<file path="src/rtl/ysyx_23060201_idu_stage_pkg.sv">
// Shared constants, encodings and helpers for the IF/ID stage and its decoder.
package ysyx_23060201_idu_stage_pkg;

  localparam logic [31:0] MBASE       = 32'h8000_0000;
  localparam logic [31:0] NOP_INST    = 32'h0000_0013;
  localparam logic [31:0] ECALL_INST  = 32'h0000_0073;
  localparam logic [31:0] EBREAK_INST = 32'h0010_0073;

  localparam logic [6:0] OPC_LUI    = 7'b0110111;
  localparam logic [6:0] OPC_AUIPC  = 7'b0010111;
  localparam logic [6:0] OPC_JAL    = 7'b1101111;
  localparam logic [6:0] OPC_JALR   = 7'b1100111;
  localparam logic [6:0] OPC_BRANCH = 7'b1100011;
  localparam logic [6:0] OPC_LOAD   = 7'b0000011;
  localparam logic [6:0] OPC_STORE  = 7'b0100011;
  localparam logic [6:0] OPC_OPIMM  = 7'b0010011;
  localparam logic [6:0] OPC_OP     = 7'b0110011;
  localparam logic [6:0] OPC_SYSTEM = 7'b1110011;

  typedef enum logic [3:0] {
    OP_LUI     = 4'd0,
    OP_AUIPC   = 4'd1,
    OP_JAL     = 4'd2,
    OP_JALR    = 4'd3,
    OP_BRANCH  = 4'd4,
    OP_LOAD    = 4'd5,
    OP_STORE   = 4'd6,
    OP_OPIMM   = 4'd7,
    OP_OP      = 4'd8,
    OP_SYSTEM  = 4'd9,
    OP_ILLEGAL = 4'd10
  } op_type_e;

  typedef enum logic [2:0] {
    FMT_NONE = 3'd0,
    FMT_I    = 3'd1,
    FMT_S    = 3'd2,
    FMT_B    = 3'd3,
    FMT_U    = 3'd4,
    FMT_J    = 3'd5
  } imm_fmt_e;

  // Buffer occupancy: EMPTY, ONE (head only), TWO (head + skid).
  typedef enum logic [1:0] {
    ST_EMPTY = 2'd0,
    ST_ONE   = 2'd1,
    ST_TWO   = 2'd2
  } occ_e;

  // SYSTEM words accepted: exactly ecall/ebreak when funct3 == 0, any CSR op otherwise.
  function automatic logic system_legal(input logic [31:0] inst);
    logic ok;
    case (inst[14:12])
      3'b000:  ok = (inst == ECALL_INST) || (inst == EBREAK_INST);
      3'b100:  ok = 1'b0;
      default: ok = 1'b1;
    endcase
    return ok;
  endfunction

endpackage

</file>
<file path="src/rtl/ysyx_23060201_idu_stage_if.sv">
// Handshake bundle between IFU -> IDU -> EXU. The IDU uses the slave view.
interface ysyx_23060201_idu_stage_if #(
  parameter int AW = 32,
  parameter int DW = 32
);
  import ysyx_23060201_idu_stage_pkg::*;

  // IFU side
  logic          in_valid;
  logic          in_ready;
  logic [AW-1:0] in_pc;
  logic [DW-1:0] in_inst;

  // EXU side
  logic          out_valid;
  logic          out_ready;
  logic [AW-1:0] out_pc;
  logic [DW-1:0] out_inst;
  logic [4:0]    rs1;
  logic [4:0]    rs2;
  logic [4:0]    rd;
  logic [31:0]   imm;
  op_type_e      op_type;
  logic [2:0]    funct3;
  logic          funct7b5;
  logic          rf_wen;
  logic          is_ebreak;
  logic          illegal;

  modport slave (
    input  in_valid, in_pc, in_inst, out_ready,
    output in_ready, out_valid, out_pc, out_inst, rs1, rs2, rd, imm,
           op_type, funct3, funct7b5, rf_wen, is_ebreak, illegal
  );

  modport master (
    output in_valid, in_pc, in_inst, out_ready,
    input  in_ready, out_valid, out_pc, out_inst, rs1, rs2, rd, imm,
           op_type, funct3, funct7b5, rf_wen, is_ebreak, illegal
  );

endinterface

</file>
<file path="src/rtl/ysyx_23060201_imm_gen.sv">
// RV32I immediate generator: selects and sign-extends the immediate for a format.
module ysyx_23060201_imm_gen
  import ysyx_23060201_idu_stage_pkg::*;
(
  input  logic [31:7] i_inst,
  input  imm_fmt_e    i_fmt,
  output logic [31:0] o_imm
);

  // Immediate assembly per encoding format; formats without an immediate give zero.
  always_comb begin
    o_imm = 32'h0000_0000;
    case (i_fmt)
      FMT_I:   o_imm = {{20{i_inst[31]}}, i_inst[31:20]};
      FMT_S:   o_imm = {{20{i_inst[31]}}, i_inst[31:25], i_inst[11:7]};
      FMT_B:   o_imm = {{19{i_inst[31]}}, i_inst[31], i_inst[7], i_inst[30:25],
                        i_inst[11:8], 1'b0};
      FMT_U:   o_imm = {i_inst[31:12], 12'h000};
      FMT_J:   o_imm = {{11{i_inst[31]}}, i_inst[31], i_inst[19:12], i_inst[20],
                        i_inst[30:21], 1'b0};
      default: o_imm = 32'h0000_0000;
    endcase
  end

endmodule

</file>
<file path="src/rtl/ysyx_23060201_idu_stage.sv">
// IF/ID boundary: 2-entry skid buffer with flush, plus combinational RV32I decode
// of the head entry.
module ysyx_23060201_idu_stage
  import ysyx_23060201_idu_stage_pkg::*;
#(
  parameter int                        MEM_ADDR_WIDTH = 32,
  parameter int                        DATA_WIDTH     = 32,
  parameter logic [MEM_ADDR_WIDTH-1:0] RESET_PC       = MBASE
) (
  input  logic                      clk,
  input  logic                      rst,
  input  logic                      flush,
  ysyx_23060201_idu_stage_if.slave  bus
);

  localparam logic [DATA_WIDTH-1:0] NOP_W = DATA_WIDTH'(NOP_INST);

  occ_e                      r_state;
  logic                      r_out_valid;
  logic                      r_in_ready;
  logic [MEM_ADDR_WIDTH-1:0] r_head_pc;
  logic [DATA_WIDTH-1:0]     r_head_inst;
  logic [MEM_ADDR_WIDTH-1:0] r_skid_pc;
  logic [DATA_WIDTH-1:0]     r_skid_inst;

  logic w_in_fire;
  logic w_out_fire;

  assign w_in_fire  = bus.in_valid & r_in_ready;
  assign w_out_fire = r_out_valid & bus.out_ready;

  // Occupancy FSM and entry storage; handshake outputs are registered from the next state.
  // An emptied buffer reloads the head with {RESET_PC, nop} so decode idles on a nop.
  always_ff @(posedge clk or negedge rst) begin
    if (!rst) begin
      r_state     <= ST_EMPTY;
      r_out_valid <= 1'b0;
      r_in_ready  <= 1'b1;
      r_head_pc   <= RESET_PC;
      r_head_inst <= NOP_W;
      r_skid_pc   <= RESET_PC;
      r_skid_inst <= NOP_W;
    end else if (flush) begin
      // Redirect wins over everything: concurrent input is dropped.
      r_state     <= ST_EMPTY;
      r_out_valid <= 1'b0;
      r_in_ready  <= 1'b1;
      r_head_pc   <= RESET_PC;
      r_head_inst <= NOP_W;
    end else begin
      case (r_state)
        ST_EMPTY: begin
          if (w_in_fire) begin
            r_state     <= ST_ONE;
            r_out_valid <= 1'b1;
            r_in_ready  <= 1'b1;
            r_head_pc   <= bus.in_pc;
            r_head_inst <= bus.in_inst;
          end
        end
        ST_ONE: begin
          if (w_in_fire && w_out_fire) begin
            r_head_pc   <= bus.in_pc;
            r_head_inst <= bus.in_inst;
          end else if (w_in_fire) begin
            r_state     <= ST_TWO;
            r_in_ready  <= 1'b0;
            r_skid_pc   <= bus.in_pc;
            r_skid_inst <= bus.in_inst;
          end else if (w_out_fire) begin
            r_state     <= ST_EMPTY;
            r_out_valid <= 1'b0;
            r_head_pc   <= RESET_PC;
            r_head_inst <= NOP_W;
          end
        end
        ST_TWO: begin
          // in_ready is low here, so only the consume side can move.
          if (w_out_fire) begin
            r_state     <= ST_ONE;
            r_in_ready  <= 1'b1;
            r_head_pc   <= r_skid_pc;
            r_head_inst <= r_skid_inst;
          end
        end
        default: begin
          r_state     <= ST_EMPTY;
          r_out_valid <= 1'b0;
          r_in_ready  <= 1'b1;
          r_head_pc   <= RESET_PC;
          r_head_inst <= NOP_W;
        end
      endcase
    end
  end

  // ---------------- decode of the head entry ----------------
  logic [31:0] w_inst;
  logic [6:0]  w_opcode;
  logic [4:0]  w_rd;
  op_type_e    w_op_type;
  imm_fmt_e    w_fmt;
  logic        w_writes_rd;
  logic [31:0] w_imm;

  assign w_inst   = r_head_inst[31:0];
  assign w_opcode = w_inst[6:0];
  assign w_rd     = w_inst[11:7];

  // Opcode classification: class, immediate format and whether the class writes rd.
  always_comb begin
    w_op_type   = OP_ILLEGAL;
    w_fmt       = FMT_NONE;
    w_writes_rd = 1'b0;
    case (w_opcode)
      OPC_LUI:    begin w_op_type = OP_LUI;    w_fmt = FMT_U; w_writes_rd = 1'b1; end
      OPC_AUIPC:  begin w_op_type = OP_AUIPC;  w_fmt = FMT_U; w_writes_rd = 1'b1; end
      OPC_JAL:    begin w_op_type = OP_JAL;    w_fmt = FMT_J; w_writes_rd = 1'b1; end
      OPC_JALR:   begin w_op_type = OP_JALR;   w_fmt = FMT_I; w_writes_rd = 1'b1; end
      OPC_BRANCH: begin w_op_type = OP_BRANCH; w_fmt = FMT_B; w_writes_rd = 1'b0; end
      OPC_LOAD:   begin w_op_type = OP_LOAD;   w_fmt = FMT_I; w_writes_rd = 1'b1; end
      OPC_STORE:  begin w_op_type = OP_STORE;  w_fmt = FMT_S; w_writes_rd = 1'b0; end
      OPC_OPIMM:  begin w_op_type = OP_OPIMM;  w_fmt = FMT_I; w_writes_rd = 1'b1; end
      OPC_OP:     begin w_op_type = OP_OP;     w_fmt = FMT_NONE; w_writes_rd = 1'b1; end
      OPC_SYSTEM: begin
        if (system_legal(w_inst)) begin
          // CSR ops return the old CSR value in rd; ecall/ebreak write nothing.
          w_op_type   = OP_SYSTEM;
          w_writes_rd = (w_inst[14:12] != 3'b000);
        end else begin
          w_op_type   = OP_ILLEGAL;
          w_writes_rd = 1'b0;
        end
        w_fmt = FMT_NONE;
      end
      default: begin
        w_op_type   = OP_ILLEGAL;
        w_fmt       = FMT_NONE;
        w_writes_rd = 1'b0;
      end
    endcase
  end

  ysyx_23060201_imm_gen u_imm_gen (
    .i_inst (w_inst[31:7]),
    .i_fmt  (w_fmt),
    .o_imm  (w_imm)
  );

  assign bus.in_ready  = r_in_ready;
  assign bus.out_valid = r_out_valid;
  assign bus.out_pc    = r_head_pc;
  assign bus.out_inst  = r_head_inst;
  assign bus.rs1       = w_inst[19:15];
  assign bus.rs2       = w_inst[24:20];
  assign bus.rd        = w_rd;
  assign bus.imm       = w_imm;
  assign bus.op_type   = w_op_type;
  assign bus.funct3    = w_inst[14:12];
  assign bus.funct7b5  = w_inst[30];
  assign bus.rf_wen    = w_writes_rd && (w_rd != 5'd0);
  assign bus.is_ebreak = (w_inst == EBREAK_INST);
  assign bus.illegal   = (w_op_type == OP_ILLEGAL);

endmodule

</file>
<file path="src/flat_wrapper.sv">
// flat-port wrapper written by rule: the top's interface ports become plain ports
module ysyx_23060201_idu_stage_flat import ysyx_23060201_idu_stage_pkg::*;
#(
  parameter int                        MEM_ADDR_WIDTH = 32,
  parameter int                        DATA_WIDTH     = 32,
  parameter logic [MEM_ADDR_WIDTH-1:0] RESET_PC       = MBASE
)
  (clk, rst, flush, bus_in_valid, bus_in_pc, bus_in_inst, bus_out_ready, bus_in_ready, bus_out_valid, bus_out_pc, bus_out_inst, bus_rs1, bus_rs2, bus_rd, bus_imm, bus_op_type, bus_funct3, bus_funct7b5, bus_rf_wen, bus_is_ebreak, bus_illegal);
  ysyx_23060201_idu_stage_if bus_i ();
  input  logic clk;
  input  logic rst;
  input  logic flush;
  input wire logic [$bits(bus_i.in_valid)-1:0] bus_in_valid;
  input wire logic [$bits(bus_i.in_pc)-1:0] bus_in_pc;
  input wire logic [$bits(bus_i.in_inst)-1:0] bus_in_inst;
  input wire logic [$bits(bus_i.out_ready)-1:0] bus_out_ready;
  output wire logic [$bits(bus_i.in_ready)-1:0] bus_in_ready;
  output wire logic [$bits(bus_i.out_valid)-1:0] bus_out_valid;
  output wire logic [$bits(bus_i.out_pc)-1:0] bus_out_pc;
  output wire logic [$bits(bus_i.out_inst)-1:0] bus_out_inst;
  output wire logic [$bits(bus_i.rs1)-1:0] bus_rs1;
  output wire logic [$bits(bus_i.rs2)-1:0] bus_rs2;
  output wire logic [$bits(bus_i.rd)-1:0] bus_rd;
  output wire logic [$bits(bus_i.imm)-1:0] bus_imm;
  output wire logic [$bits(bus_i.op_type)-1:0] bus_op_type;
  output wire logic [$bits(bus_i.funct3)-1:0] bus_funct3;
  output wire logic [$bits(bus_i.funct7b5)-1:0] bus_funct7b5;
  output wire logic [$bits(bus_i.rf_wen)-1:0] bus_rf_wen;
  output wire logic [$bits(bus_i.is_ebreak)-1:0] bus_is_ebreak;
  output wire logic [$bits(bus_i.illegal)-1:0] bus_illegal;
  assign bus_i.in_valid = bus_in_valid;
  assign bus_i.in_pc = bus_in_pc;
  assign bus_i.in_inst = bus_in_inst;
  assign bus_i.out_ready = bus_out_ready;
  assign bus_in_ready = bus_i.in_ready;
  assign bus_out_valid = bus_i.out_valid;
  assign bus_out_pc = bus_i.out_pc;
  assign bus_out_inst = bus_i.out_inst;
  assign bus_rs1 = bus_i.rs1;
  assign bus_rs2 = bus_i.rs2;
  assign bus_rd = bus_i.rd;
  assign bus_imm = bus_i.imm;
  assign bus_op_type = bus_i.op_type;
  assign bus_funct3 = bus_i.funct3;
  assign bus_funct7b5 = bus_i.funct7b5;
  assign bus_rf_wen = bus_i.rf_wen;
  assign bus_is_ebreak = bus_i.is_ebreak;
  assign bus_illegal = bus_i.illegal;
  ysyx_23060201_idu_stage #(.MEM_ADDR_WIDTH(MEM_ADDR_WIDTH), .DATA_WIDTH(DATA_WIDTH), .RESET_PC(RESET_PC)) u_core (.clk(clk), .rst(rst), .flush(flush), .bus(bus_i));
endmodule
</file>
<file path="config.mk">
export PLATFORM = sky130hd
export DESIGN_NAME = ysyx_23060201_idu_stage_flat
export DESIGN_NICKNAME = d
export VERILOG_FILES = /design/src/rtl/ysyx_23060201_idu_stage_pkg.sv /design/src/rtl/ysyx_23060201_idu_stage_if.sv /design/src/rtl/ysyx_23060201_imm_gen.sv /design/src/rtl/ysyx_23060201_idu_stage.sv /design/src/flat_wrapper.sv
export SDC_FILE = /design/constraint.sdc
export NUM_CORES = 1
export LEC_CHECK = 0
export BUFFER_PORTS_ARGS = -buffer_cell sky130_fd_sc_hd__buf_2
export CAP_MARGIN = 20
export CORE_MARGIN = 2
export CORE_UTILIZATION = 40
export DETAILED_ROUTE_END_ITERATION = 10
export GPL_ROUTABILITY_DRIVEN = 0
export MAX_ROUTING_LAYER = met4
export PLACE_DENSITY_LB_ADDON = 0.3
export SETUP_SLACK_MARGIN = 0.4
export SYNTH_ARGS = -nofsm -noshare
export SYNTH_HDL_FRONTEND = slang
export SYNTH_SLANG_ARGS = --single-unit
</file>
<file path="constraint.sdc">
create_clock -name clk -period 2.4 [get_ports clk]
set_input_delay 0.6 -clock clk [delete_from_list [all_inputs] [get_ports clk]]
set_output_delay 0.6 -clock clk [all_outputs]
set_load 0.01 [all_outputs]
</file>
==> results.json, run 1 <==
{
  "fin_setup_tns_ns": -6.23,
  "hold_buffers": 0,
  "slew_viol_final": 0,
  "routed_wl_microns": 18600,
  "die-height_microns": 130,
  "drv_cap": 0,
  "wire_per_inst_microns": 19.5,
  "initial_utilization_pct": 40.4,
  "end_kind": "output pin",
  "tightest_slew_ns": 0.576,
  "dr_total_vias": 5392,
  "rsz0062_at_grt": "yes",
  "yosysUniqueCellTypes": 49,
  "ctsHtreeMaxLevel": 4,
  "fin_crit_sh_pct": 112,
  "synth_xor_area_share_pct": 0.276,
  "yosysWarnings": 0,
  "initialDrtViolationCount": 415,
  "cp.arrival_ns": 2.09,
  "synth_most_common_cell": "dfrtp_1",
  "status": "finished, violations left",
  "ant_nets": 0,
  "final_net_count": 795,
  "holdWs_ns": 0.152,
  "leakage_nw": 4.34,
  "syn-num-nets": 593,
  "grt_usage_pct": 22.9,
  "synth_seq_area_share_pct": 52.2,
  "multi_input_area_sq_um": 2900,
  "yosys.area.top_type_share_pct": 48.5,
  "crit_type": "reg2out",
  "setup_violations": 32,
  "powerDensity_nw_per_um2": 1090,
  "synth-simple-area-share_pct": 6.15,
  "dr.pass1.iters": 5,
  "syn_to_final_growth_pct": 35.6,
  "cts_buffers": 17,
  "grt_antenna_before_repair": 1,
  "core_sq_um": 15700,
  "hold_viol_final": 0,
  "grt_start_max_net_pins": 58,
  "synth.largest_area_cell": "dfrtp_1",
  "async_reset_ff_share_pct": 100,
  "synthAdderAreaFrac_pct": 0,
  "drive_gt1_share_pct": 53.9,
  "grt_first_pass_wirelength_microns": 28800,
  "finClkSkew_ns": 0.0118,
  "muxShareOfSynthArea_pct": 11.5,
  "cts_root_buf": "clkbuf_16",
  "dpl.hpwl_microns": 12300,
  "violations": "setup timing",
  "min_period_ns": 2.69,
  "clock.fmax_mhz": 372,
  "critPathMaxFanout": 8,
  "fin_ws_ns": -0.288,
  "yosys-top-cells-count": "dfrtp_1 (123), a22oi_1 (68), mux2_2 (64)",
  "slew_headroom_pct": 61.6,
  "synth_compound_area_share_pct": 23.7,
  "synth_cells": 524,
  "drc": 0,
  "ys_seq_elements": 132,
  "ioPinCount": 193,
  "synthTopCellsByArea": "dfrtp_1 (48%), mux2_2 (11%), a22oi_1 (8.0%), o2bb2ai_1 (6.9%), dfstp_2 (3.7%)",
  "cts.sinks": 132,
  "cts_buffer_depth": 2,
  "io_buffer_count": 192,
  "path_clk_slew_ns": 0.06,
  "netlist_area_sq_um": 6350,
  "seq_area_sq_um": 3320,
  "grt_pass1_vias": 5478,
  "synth_ff_type": "dfrtp_1",
  "ir_worst_vdd_uv": 651,
  "rows": 46,
  "syn_area_per_cell_sq_um": 12.1,
  "clk-insertion-delay-late_ns": 0.41,
  "grt_overflow": 0,
  "startpoint_type": "register",
  "synth-edff-count": 0,
  "dieArea_sq_um": 16900,
  "min_path_type": "in2async",
  "routed_via_density": 5.64,
  "fill_cells": 1366,
  "die_w_microns": 130,
  "tritoncts": "done",
  "required_ns": 1.80,
  "synth_top_family_by_area": "compound AO/OA/AOI/OAI gates"
}
==> area by class of cell <==
cell class / instances / area share, %
clock inverter: 10 / 1.80
antenna: 1 / 0.0290
timing repair buffer: 245 / 17.1
clock buffer: 22 / 5.39
multi-input combinational: 321 / 33.6
inverter: 9 / 0.392
tap: 216 / 3.14
sequential: 132 / 38.5
==> placed cells by master (no fill, tap or decap), drive strengths merged, types with 3 or more instances in the layout <==
cell type / netlist / layout
nand3: 6 / 6
nor2b: 3 / 3
clkinv: 1 / 5
dfrtp: 123 / 123
buf: 35 / 245
nand2: 13 / 13
a21o: 20 / 20
clkbuf: 27 / 22
nand2b: 4 / 4
o2bb2ai: 60 / 60
and2: 10 / 10
nor2: 11 / 11
dfstp: 9 / 9
a21oi: 8 / 8
o21ai: 3 / 3
nor4: 4 / 4
bufinv: 0 / 4
nand4: 3 / 3
a22o: 4 / 4
mux2: 64 / 64
nand4b: 3 / 3
nor3: 8 / 8
a22oi: 68 / 68
inv: 8 / 8
==> logic make-up after synthesis <==
family,count (synthesis)
AOI/OAI and AO/OA,182
xor gates and xnor gates,2
buffers and inverters,71
DFF,132
muxes,65
and+or+nand+nor,72
==> where the power goes <==
part	switching (mW)	internal, mW
clock network	0.925	1.79
registers	0.491	3.00
logic	1.67	1.51
total	3.08	6.30
==> per-stage QoR <==
stage	total power, mW	cell area, sq um	worst slack, ns	cells	utilization, %
4_1_cts	9.30	8500	-0.270	949	54.1
3_5_place_dp	6.34	7640	-0.0669	905	48.6
5_1_grt	9.90	8620	-0.360	956	54.8
3_3_place_gp	6.22	7640	0.000549	905	48.6
2_1_floorplan	5.28	6410	0.337	524	-
6_report	9.38	8620	-0.288	956	54.8
==> critical path, cell delays in order, from the launching register on <==
cell	delay, ns
dfstp_2	0.55
or3b_4	0.42
a21oi_4	0.18
nor3_2	0.06
buf_4	0.17
a21o_1	0.16
buf_2	0.14
==> metal layers <==
layer | share of wire, % | vias up | track usage, %
li1 | - | 2391 | -
met1 | 42 | 2733 | 27.3
met2 | 49 | 233 | 37.8
met3 | 6.4 | 35 | 5.33
met4 | 2.3 | 0 | 8.79
met5 | 0 | - | -
==> sequential cells by signal, indices dropped and copies added (netlist names) <==
name	cells
u_core.bus.out_inst	32
u_core.bus.out_pc	32
u_core.r_skid_inst	32
u_core.r_skid_pc	32
u_core.r_state	2
u_core.bus.in_ready	1
u_core.bus.out_valid	1
==> path summary, 6_finish.rpt <==
kind                                                     from                                  to  slack [ns]  depth (start not counted)
setup / recovery           u_core.bus.out_inst[4]$_DFFE_PN1P_                         bus_imm[17]       -0.29                          6
hold reg to reg              u_core.bus.out_pc[0]$_DFFE_PN0P_    u_core.bus.out_pc[0]$_DFFE_PN0P_        0.49                          1
min in group clk                                 bus_in_pc[4]     u_core.r_skid_pc[4]$_DFFE_PN0P_        0.44                          2
hold / removal                                            rst   u_core.r_skid_inst[9]$_DFFE_PN0P_        0.15                          1
setup reg to reg              u_core.bus.in_ready$_DFFE_PN1P_  u_core.bus.out_inst[8]$_DFFE_PN0P_        0.61                          5
max in group asynchronous                                 rst  u_core.r_skid_inst[29]$_DFFE_PN0P_        1.60                          2
==> repair_timing <==
action / in CTS / in global routing
pin swaps: 15 / 11
buffers inserted: 12 / 6
resized for setup: 29 / 15
endpoints found under the setup margin: 39 / 45
(Power assumes the default switching activity.)
==> run 2: changes to the inputs <==
--- a/config.mk
+++ b/config.mk
@@ -7,6 +7,8 @@
 export LEC_CHECK = 0
 export BUFFER_PORTS_ARGS = -buffer_cell sky130_fd_sc_hd__buf_2
 export CAP_MARGIN = 20
+export CELL_PAD_IN_SITES_DETAIL_PLACEMENT = 1
+export CELL_PAD_IN_SITES_GLOBAL_PLACEMENT = 1
 export CORE_MARGIN = 2
 export CORE_UTILIZATION = 40
 export DETAILED_ROUTE_END_ITERATION = 10
==> results.json, run 2 (synthesis gave the netlist of run 1 again) <==
{
  "leakage_nw": 4.29,
  "dpl.hpwl_microns": 13600,
  "reg2reg_slack_ns": 0.57,
  "grt_overflow": 0,
  "dp.cells": 904,
  "dieArea_sq_um": 16900,
  "rows": 46,
  "final_net_count": 792,
  "startpoint_type": "register",
  "fin_cells": 953,
  "final_core_util_pct": 54.2,
  "core_sq_um": 15700,
  "dr_total_vias": 5361,
  "drv_cap": 0,
  "die-height_microns": 130,
  "holdWs_ns": 0.0997,
  "routed_via_density": 5.63,
  "finClkSkew_ns": 0.00756,
  "io_buffer_count": 192,
  "initial_utilization_pct": 40.4,
  "status": "finished, violations left",
  "cts.sinks": 132,
  "hold_viol_final": 0,
  "ioPinCount": 193,
  "min_path_type": "in2async",
  "wire_per_inst_microns": 21.8,
  "ctsHtreeMaxLevel": 4,
  "grt_pass1_vias": 5853,
  "final_cell_mix": "buf_2 (188), dfrtp_1 (120), a22oi_1 (68), mux2_2 (64), o2bb2ai_1 (50)",
  "fin_crit_sh_pct": 112,
  "fill_cells": 1722,
  "crit_type": "reg2out",
  "use_met1_pct": 30.1,
  "routed_wl_microns": 20700,
  "grt_usage_pct": 25.4,
  "slew_headroom_pct": 63.3,
  "clock.fmax_mhz": 371,
  "fin_setup_tns_ns": -6.93,
  "end_kind": "output pin",
  "tritoncts": "done",
  "cts_root_buf": "clkbuf_16",
  "initialDrtViolationCount": 268,
  "rsz0062_at_grt": "yes",
  "violations": "setup timing",
  "placed_area_sq_um": 7650,
  "slew_viol_final": 0,
  "power_mw": 9.14,
  "reg2reg_from": "u_core.r_state[0]$_DFFE_PN0P_",
  "use_met2_pct": 42.8,
  "required_ns": 1.80,
  "min_period_ns": 2.69,
  "grt_use_met3_pct": 6.40,
  "final_common_cell": "buf_2",
  "tightest_slew_ns": 0.550,
  "critPathLaunch": "u_core.bus.out_inst[2]$_DFFE_PN0P_",
  "syn_to_final_growth_pct": 34.1,
  "ant_nets": 0,
  "ir_worst_vdd_uv": 517,
  "powerDensity_nw_per_um2": 1070,
  "dr.pass1.iters": 4,
  "top_usage_layer": "met2",
  "cts_buffer_depth": 2,
  "final_cell_area_sq_um": 8520,
  "drive_gt1_share_pct": 53.0,
  "grt_antenna_before_repair": 1,
  "setup_violations": 38,
  "dp_slack_ns": -0.0915,
  "grt_first_pass_wirelength_microns": 31800,
  "drc": 0,
  "path_clk_slew_ns": 0.06,
  "cp.arrival_ns": 2.09,
  "critPathMaxFanout": 6,
  "grt_start_max_net_pins": 50,
  "clk-insertion-delay-late_ns": 0.41,
  "die_w_microns": 130,
  "cts_buffers": 17,
  "fin_ws_ns": -0.295
}
run 2: critical path, stage by stage, from the launching register on:
cell	delay (ns)
dfrtp_1	0.40
buf_6	0.14
or4_4	0.53
nand2_1	0.09
a32oi_1	0.06
nor3_1	0.26
buf_2	0.20
run 2: final timing paths:
path | end | cells after the start
min in group clk | u_core.r_skid_inst[19]$_DFFE_PN0P_ | 2
worst max register to register | u_core.bus.out_pc[17]$_DFFE_PN0P_ | 4
worst min-delay path | u_core.r_skid_inst[2]$_DFFE_PN0P_ | 1
max in group asynchronous | u_core.bus.out_inst[4]$_DFFE_PN1P_ | 2
worst max-delay path | bus_imm[0] | 6
worst min register to register | u_core.bus.out_pc[31]$_DFFE_PN1P_ | 2
run 2: repair_timing:
action	4_1_cts	5_1_grt
pin swaps	15	4
endpoints found under the setup margin	39	39
setup buffers	10	6
hold buffers	0	0
resized for setup	25	15
run 2: metal layers:
metal	wire length (microns)	part of all wire, %
met5	0	0
met4	301	1.5
met3	1150	5.5
met2	10600	51
met1	8660	42
run 2: area by class of cell:
class | count | area (sq um) | share of cell area, %
diodes | 1 | 2.50 | 0.0294
repair buffers | 242 | 1490 | 17.5
inverters | 9 | 33.8 | 0.397
multi-input cells | 321 | 2870 | 33.7
clock inverters | 10 | 83.8 | 0.984
well taps | 216 | 270 | 3.17
flip-flops and latches | 132 | 3320 | 39.0
clock buffers | 22 | 454 | 5.33
run 2: power by group:
group          total, mW  internal [mW]  switching, mW
Combinational       3.22           1.53           1.70
Sequential          3.53           3.00          0.532
Clock               2.39           1.44          0.951
Total               9.14           5.96           3.18
